--- src/rtl/iq_uart_framer_pkg.sv ---
// Shared types and frame constants for the I/Q UART framer.
// IQ_UART_FRAMER_CHECKSUM_EN selects the 4-byte frame with a trailing checksum.
package iq_uart_framer_pkg;

    typedef enum logic [1:0] {
        ST_IDLE  = 2'd0,
        ST_START = 2'd1,
        ST_DATA  = 2'd2,
        ST_STOP  = 2'd3
    } tx_state_t;

    localparam logic [7:0] DEFAULT_SYNC_BYTE = 8'hA5;

`ifdef IQ_UART_FRAMER_CHECKSUM_EN
    localparam int FRAME_LEN = 4;
`else
    localparam int FRAME_LEN = 3;
`endif

    // Index of the final byte of a frame (sync is index 0).
    localparam logic [1:0] LAST_IDX = 2'(FRAME_LEN - 1);

endpackage

--- src/rtl/iq_uart_framer_tx_byte.sv ---
// UART 8N1 byte serialiser (module uart_tx_byte). A start accepted while idle or
// on the final stop-bit cycle (done=1) chains the next byte with no gap.
module uart_tx_byte
    import iq_uart_framer_pkg::*;
#(
    parameter int CLKS_PER_BIT = 104
) (
    input  logic       clk,
    input  logic       rst,
    input  logic       start,
    input  logic [7:0] data,
    output logic       tx,
    output logic       done
);

    localparam int CNT_W = $clog2(CLKS_PER_BIT);

    tx_state_t        state_reg, state_next;
    logic [CNT_W-1:0] cnt_reg, cnt_next;
    logic [2:0]       bit_reg, bit_next;
    logic [7:0]       shift_reg, shift_next;
    logic             tx_reg, tx_next;
    logic             cnt_last;

    assign cnt_last = (cnt_reg == CNT_W'(CLKS_PER_BIT - 1));
    assign done     = (state_reg == ST_STOP) && cnt_last;
    assign tx       = tx_reg;

    always_ff @(posedge clk or posedge rst) begin
        if (rst) begin
            state_reg <= ST_IDLE;
            cnt_reg   <= '0;
            bit_reg   <= '0;
            shift_reg <= '0;
            tx_reg    <= 1'b1;
        end else begin
            state_reg <= state_next;
            cnt_reg   <= cnt_next;
            bit_reg   <= bit_next;
            shift_reg <= shift_next;
            tx_reg    <= tx_next;
        end
    end

    always_comb begin
        state_next = state_reg;
        cnt_next   = cnt_reg;
        bit_next   = bit_reg;
        shift_next = shift_reg;
        tx_next    = tx_reg;
        case (state_reg)
            ST_IDLE: begin
                tx_next  = 1'b1;
                cnt_next = '0;
                if (start) begin
                    state_next = ST_START;
                    shift_next = data;
                    tx_next    = 1'b0;
                end
            end
            ST_START: begin
                if (cnt_last) begin
                    cnt_next   = '0;
                    bit_next   = '0;
                    state_next = ST_DATA;
                    tx_next    = shift_reg[0];
                end else begin
                    cnt_next = cnt_reg + CNT_W'(1);
                end
            end
            ST_DATA: begin
                if (cnt_last) begin
                    cnt_next = '0;
                    if (bit_reg == 3'd7) begin
                        state_next = ST_STOP;
                        tx_next    = 1'b1;
                    end else begin
                        bit_next   = bit_reg + 3'd1;
                        shift_next = {1'b0, shift_reg[7:1]};
                        tx_next    = shift_reg[1];
                    end
                end else begin
                    cnt_next = cnt_reg + CNT_W'(1);
                end
            end
            ST_STOP: begin
                if (cnt_last) begin
                    cnt_next = '0;
                    if (start) begin
                        state_next = ST_START;
                        shift_next = data;
                        tx_next    = 1'b0;
                    end else begin
                        state_next = ST_IDLE;
                        tx_next    = 1'b1;
                    end
                end else begin
                    cnt_next = cnt_reg + CNT_W'(1);
                end
            end
            default: begin
                state_next = ST_IDLE;
                tx_next    = 1'b1;
            end
        endcase
    end

endmodule

--- src/rtl/iq_uart_framer.sv ---
// Pairs dispatcher bytes and sends each pair as a UART frame: sync, A, B [, checksum].
// Optional checksum byte enabled by IQ_UART_FRAMER_CHECKSUM_EN.
module iq_uart_framer
    import iq_uart_framer_pkg::*;
#(
    parameter int         CLKS_PER_BIT = 104,
    parameter logic [7:0] SYNC_BYTE    = DEFAULT_SYNC_BYTE,
    parameter int         DROP_W       = 8
) (
    input  logic              clk,
    input  logic              rst,
    input  logic [7:0]        value,
    input  logic              rdy,
    output logic              tx,
    output logic              busy,
    output logic              pend,
    output logic [DROP_W-1:0] drop_cnt
);

    logic              slot_reg;      // 0 = next byte is A, 1 = next byte is B
    logic [7:0]        a_reg;
    logic              pend_reg;
    logic [7:0]        pend_a_reg, pend_b_reg;
    logic [7:0]        sh_a_reg, sh_b_reg;
    logic              active_reg;
    logic [1:0]        idx_reg;
    logic [DROP_W-1:0] drop_reg;

    logic       pair_done;
    logic       consume;
    logic       byte_done;
    logic       start;
    logic [1:0] next_idx;
    logic [7:0] tx_data;

    assign pair_done = rdy && slot_reg;
    assign consume   = !active_reg && pend_reg;
    assign start     = consume || (byte_done && (idx_reg != LAST_IDX));
    assign next_idx  = consume ? 2'd0 : (idx_reg + 2'd1);

`ifdef IQ_UART_FRAMER_CHECKSUM_EN
    logic [7:0] checksum;
    assign checksum = SYNC_BYTE + sh_a_reg + sh_b_reg;
`endif

    // The sync byte needs no shadow, so the consuming cycle can start it directly.
    always_comb begin
        tx_data = SYNC_BYTE;
        case (next_idx)
            2'd1:    tx_data = sh_a_reg;
            2'd2:    tx_data = sh_b_reg;
`ifdef IQ_UART_FRAMER_CHECKSUM_EN
            2'd3:    tx_data = checksum;
`endif
            default: tx_data = SYNC_BYTE;
        endcase
    end

    always_ff @(posedge clk or posedge rst) begin
        if (rst) begin
            slot_reg   <= 1'b0;
            a_reg      <= '0;
            pend_reg   <= 1'b0;
            pend_a_reg <= '0;
            pend_b_reg <= '0;
            sh_a_reg   <= '0;
            sh_b_reg   <= '0;
            active_reg <= 1'b0;
            idx_reg    <= '0;
            drop_reg   <= '0;
        end else begin
            if (rdy) begin
                slot_reg <= ~slot_reg;
                if (!slot_reg)
                    a_reg <= value;
            end

            if (consume) begin
                sh_a_reg   <= pend_a_reg;
                sh_b_reg   <= pend_b_reg;
                active_reg <= 1'b1;
                idx_reg    <= 2'd0;
            end else if (byte_done) begin
                if (idx_reg == LAST_IDX)
                    active_reg <= 1'b0;
                else
                    idx_reg <= idx_reg + 2'd1;
            end

            // A pair arriving on the consuming edge refills the buffer it just vacated.
            if (pair_done && (!pend_reg || consume)) begin
                pend_reg   <= 1'b1;
                pend_a_reg <= a_reg;
                pend_b_reg <= value;
            end else begin
                if (consume)
                    pend_reg <= 1'b0;
                if (pair_done && (drop_reg != {DROP_W{1'b1}}))
                    drop_reg <= drop_reg + {{(DROP_W-1){1'b0}}, 1'b1};
            end
        end
    end

    uart_tx_byte #(
        .CLKS_PER_BIT(CLKS_PER_BIT)
    ) u_tx (
        .clk  (clk),
        .rst  (rst),
        .start(start),
        .data (tx_data),
        .tx   (tx),
        .done (byte_done)
    );

    assign busy     = active_reg;
    assign pend     = pend_reg;
    assign drop_cnt = drop_reg;

endmodule
--- config.mk ---
export PLATFORM = sky130hd
export DESIGN_NAME = iq_uart_framer
export DESIGN_NICKNAME = d
export VERILOG_FILES = /design/src/rtl/iq_uart_framer_pkg.sv /design/src/rtl/iq_uart_framer_tx_byte.sv /design/src/rtl/iq_uart_framer.sv
export SDC_FILE = /design/constraint.sdc
export NUM_CORES = 1
export LEC_CHECK = 0
export BUFFER_PORTS_ARGS = -buffer_cell sky130_fd_sc_hd__buf_2
export CAP_MARGIN = 20
export CORE_MARGIN = 5
export CORE_UTILIZATION = 30
export CTS_CLUSTER_DIAMETER = 200
export DETAILED_ROUTE_END_ITERATION = 8
export PLACE_DENSITY_LB_ADDON = 0.2
export RECOVER_POWER = 50
export SKIP_CTS_REPAIR_TIMING = 1
export SLEW_MARGIN = 10
export SYNTH_ARGS = -nofsm -noshare
export SYNTH_HDL_FRONTEND = slang
export SYNTH_SLANG_ARGS = --single-unit
export TNS_END_PERCENT = 5
--- constraint.sdc ---
create_clock -name clk -period 3.48 [get_ports clk]
set_input_delay 1.044 -clock clk [delete_from_list [all_inputs] [get_ports clk]]
set_output_delay 1.044 -clock clk [all_outputs]
set_load 0.05 [all_outputs]
==> impl_metrics.sql <==
INSERT INTO impl_metrics (metric_group, metric, value, unit) VALUES
('timing', 'finalClockSkew', '0.00413', 'ns'),
('finish', 'n_antenna_cell', '0', ''),
('logic_synthesis', 'post_synth_inst_count', '299', ''),
('hold_path', 'hold_depth', '1', ''),
('logic_synthesis', 'synthDominantCellAreaShare', '0.535', ''),
('timing', 'max_slew.worst_pin.slew', '1.08', 'ns'),
('critical_path', 'timing.reg2reg.worst_path_depth', '5', ''),
('critical_path', 'class_of_the_most_critical_setup_path', 'in -> async', ''),
('timing', 'highest_attainable_clock_frequency', '412', 'MHz'),
('logic_synthesis', 'net_count_synth', '323', ''),
('clocking', 'cts_htree_levels', '3', ''),
('floorplanning', 'fp.dieH', '117', 'microns'),
('detailed_routing', 'initialDrtViolationCount', '31', ''),
('logic_synthesis', 'synth-warning-count', '0', ''),
('finish', 'sequential_cell_area', '0.00185', 'sq mm'),
('global_route', 'initial_antenna_violation_count', '0', ''),
('clocking', 'buffer_type_at_the_clock_tree_root', 'sky130_fd_sc_hd__clkbuf_16', ''),
('finish', 'multi_input_area', '0.00148', 'sq mm'),
('timing', 'whs', '0.462', 'ns'),
('global_route', 'grt_first_pass_wirelength', '11400', 'microns'),
('timing', 'rsz0062_at_grt', 'no', ''),
('global_route', 'grt_util_all_layers', '0.107', ''),
('detailed_routing', 'route.final.wire_length', '6260', 'microns'),
('detailed_routing', 'drt_pre_antenna_iters', '4', ''),
('run_status', 'status', 'finished, final reports clean', ''),
('global_route', 'number_of_global_route_vias_before_repair', '2315', ''),
('finish', 'nFillCells', '1138', ''),
('floorplanning', 'core.rowCount', '39', ''),
('critical_path', 'worst_ep_arrival_time', '2.71', 'ns'),
('finish', 'area_delta_synth_final', '16.0', '%'),
('placement', 'hpwl', '4310', 'microns'),
('placement', 'buffer_ports.inserted', '21', ''),
('logic_synthesis', 'ys_seq_elements', '74', ''),
('power_and_ir_drop', 'leakage', '1.85', 'nW'),
('detailed_routing', 'via_count', '2205', ''),
('critical_path', 'required', '3.77', 'ns'),
('timing', 'period_minus_slack', '2.43', 'ns'),
('floorplanning', 'dieWidth', '117', 'microns'),
('finish', 'stdcell_area', '0.00396', 'sq mm'),
('critical_path', 'cp-start-kind', 'input port', ''),
('detailed_routing', 'wire_per_inst', '13.2', 'microns'),
('job', 'total_of_max_cap_violations', '0', ''),
('logic_synthesis', 'synth_top_flop_cell', 'sky130_fd_sc_hd__dfrtp_1', ''),
('clocking', 'worst_skew_pair.late_latency', '0.33', 'ns'),
('clocking', 'cts_tree', 'yes', ''),
('logic_synthesis', 'syn-cell-area', '0.00341', 'sq mm'),
('finish', 'post_route_cells_drive_above_1_share', '0.252', ''),
('detailed_routing', 'postRouteAntennaNets', '0', ''),
('hold_path', 'min-delay-path-class', 'reg -> reg', ''),
('placement', 'place.gp.congestion', '0.731', ''),
('logic_synthesis', 'synth_largest_area_cell', 'sky130_fd_sc_hd__dfrtp_1', ''),
('logic_synthesis', 'synth_edf_count', '0', ''),
('global_route', 'largest_net_degree_at_the_start_of_global_routing', '34', ''),
('timing', 'number_of_setup_violations_in_the_final_report', '0', ''),
('finish', 'num-nets-final', '349', ''),
('logic_synthesis', 'avgSynthCellArea', '11.4', 'sq um'),
('timing', 'fin_setup_tns', '0', 'ns'),
('critical_path', 'critical_path.endpoint_type', 'async pin', ''),
('timing', 'timing_hold_violations_final', '0', ''),
('power_and_ir_drop', 'vdd.ir_drop.worst', '450', 'uV'),
('power_and_ir_drop', 'cellPowerDensity', '595', 'mW/mm^2'),
('placement', 'placed_area', '0.00370', 'sq mm'),
('floorplanning', 'initial_core_util', '0.303', ''),
('floorplanning', 'pin_count', '22', ''),
('critical_path', 'regToRegSetupSlack', '1.13', 'ns'),
('logic_synthesis', 'async_sr_flop_fraction', '1.00', ''),
('global_route', 'grt-ovfl-total', '0', ''),
('clocking', 'cts.reportedPaths.clkPinSlew', '0.06', 'ns'),
('timing', 'slew_headroom', '0.279', ''),
('logic_synthesis', 'synth_cell_type_count', '45', ''),
('timing', 'timing.final.max_slew_violations', '0', ''),
('detailed_routing', 'average_via_count_per_standard_cell', '4.66', ''),
('floorplanning', 'design.core.area', '0.0113', 'sq mm'),
('logic_synthesis', 'seq_area_frac_synth', '0.543', ''),
('clocking', 'tritoncts.num_buffers', '9', ''),
('floorplanning', 'die_area', '0.0136', 'sq mm'),
('logic_synthesis', 'ys_top_cells_by_area', 'sky130_fd_sc_hd__dfrtp_1, sky130_fd_sc_hd__mux2_2, sky130_fd_sc_hd__nand2_1', ''),
('clocking', 'cts_num_sinks', '74', ''),
('critical_path', 'critical_path_peak_fanout', '23', ''),
('detailed_routing', 'post-route-drc-count', '0', ''),
('clocking', 'ctsLongestPathBuffers', '2', ''),
('timing', 'period_share', '0.697', '');
placed cells by master (no fill, tap or decap), types with 4 or more instances in the layout:
cell and instances:
sky130_fd_sc_hd__o21ai_0 8, sky130_fd_sc_hd__nand2b_1 4, sky130_fd_sc_hd__ha_1 13, sky130_fd_sc_hd__nand2_1 61
sky130_fd_sc_hd__a22o_1 5, sky130_fd_sc_hd__buf_2 20, sky130_fd_sc_hd__dfrtp_1 73, sky130_fd_sc_hd__clkbuf_16 9
sky130_fd_sc_hd__clkbuf_1 4, sky130_fd_sc_hd__inv_1 9, sky130_fd_sc_hd__xnor2_1 4, sky130_fd_sc_hd__a22oi_1 4
sky130_fd_sc_hd__xor2_1 9, sky130_fd_sc_hd__nand3_1 7, sky130_fd_sc_hd__nor3_1 7, sky130_fd_sc_hd__nor2_1 8
sky130_fd_sc_hd__mux2_2 38, sky130_fd_sc_hd__nor2b_1 5
Yosys cell counts (2+ instances only):
cell / number
sky130_fd_sc_hd__a211oi_1: 2
sky130_fd_sc_hd__inv_1: 9
sky130_fd_sc_hd__clkbuf_1: 9
sky130_fd_sc_hd__dfrtp_1: 73
sky130_fd_sc_hd__a21oi_1: 3
sky130_fd_sc_hd__xnor2_1: 4
sky130_fd_sc_hd__o21ai_0: 8
sky130_fd_sc_hd__mux2_2: 38
sky130_fd_sc_hd__nor2_1: 8
sky130_fd_sc_hd__ha_1: 13
sky130_fd_sc_hd__nand3_1: 7
sky130_fd_sc_hd__xor2_1: 9
sky130_fd_sc_hd__nor3_1: 7
sky130_fd_sc_hd__nand2_1: 61
sky130_fd_sc_hd__nand2b_1: 4
sky130_fd_sc_hd__a221o_1: 3
sky130_fd_sc_hd__nor3b_1: 2
sky130_fd_sc_hd__nor2b_1: 5
sky130_fd_sc_hd__a22o_1: 5
sky130_fd_sc_hd__a22oi_1: 4
kinds of logic (layout without fill, tap and decap cells):
| group | Yosys count | in the layout | share of synthesized area |
|---|---|---|---|
| fa+ha+maj | 13 | 13 | 0.0477 |
| buf+inv | 20 | 51 | 0.0246 |
| flops | 74 | 74 | 0.543 |
| compound gates | 36 | 36 | 0.0803 |
| simple gates | 103 | 103 | 0.139 |
| xor+xnor | 13 | 13 | 0.0334 |
| mux | 40 | 40 | 0.133 |
metrics by stage:
stage	utilization	total power [W]	worst slack, ns	std cells
3_3_place_gp	0.328	0.00153	1.21	457
4_1_cts	0.352	0.00240	1.13	473
6_report	0.351	0.00236	1.05	473
5_1_grt	0.351	0.00249	0.614	473
3_5_place_dp	0.328	0.00154	1.17	457
2_1_floorplan	-	0.00144	0.556	299
routing by layer:
metal	wire (microns)	global-route usage	vias up	share of wire
li1	-	-	1088	-
met1	3190	0.146	1078	0.51
met2	2780	0.158	29	0.44
met3	151	0.0269	10	0.024
met4	146	0.0535	0	0.023
met5	0	0	-	0
layout make-up:
cell class              instances  share of cell area
clock buffers                  10              0.0578
flip-flops and latches         74               0.468
repair buffers                 26              0.0370
clock inverters                 6              0.0107
multi-input cells             205               0.373
inverters                       9             0.00853
well taps                     143              0.0452
where the power goes:
| part | internal (W) | switching (W) | total, W |
|---|---|---|---|
| registers | 0.00103 | 0.000110 | 0.00114 |
| clock network | 0.000483 | 0.000354 | 0.000838 |
| logic | 0.000169 | 0.000213 | 0.000381 |
| total | 0.00168 | 0.000677 | 0.00236 |
worst paths after layout:
path / start / end
worst max-delay path: rst / pend_a_reg[5]$_DFFE_PP0P_
worst min-delay path: u_tx.cnt_reg[0]$_DFF_PP0_ / u_tx.cnt_reg[0]$_DFF_PP0_
worst max register to register: u_tx.state_reg[0]$_DFFE_PP0P_ / u_tx.shift_reg[3]$_DFFE_PP0P_
worst min register to register: u_tx.cnt_reg[0]$_DFF_PP0_ / u_tx.cnt_reg[0]$_DFF_PP0_
max in group clk: u_tx.state_reg[0]$_DFFE_PP0P_ / u_tx.shift_reg[3]$_DFFE_PP0P_
min in group asynchronous: rst / u_tx.state_reg[1]$_DFFE_PP0P_
worst max-delay path: stages:
cell                       delay (ns)
sky130_fd_sc_hd__buf_2           0.09
sky130_fd_sc_hd__inv_1           0.69
sky130_fd_sc_hd__clkbuf_1        0.87
Note: power is estimated with default switching activity, not from simulation.
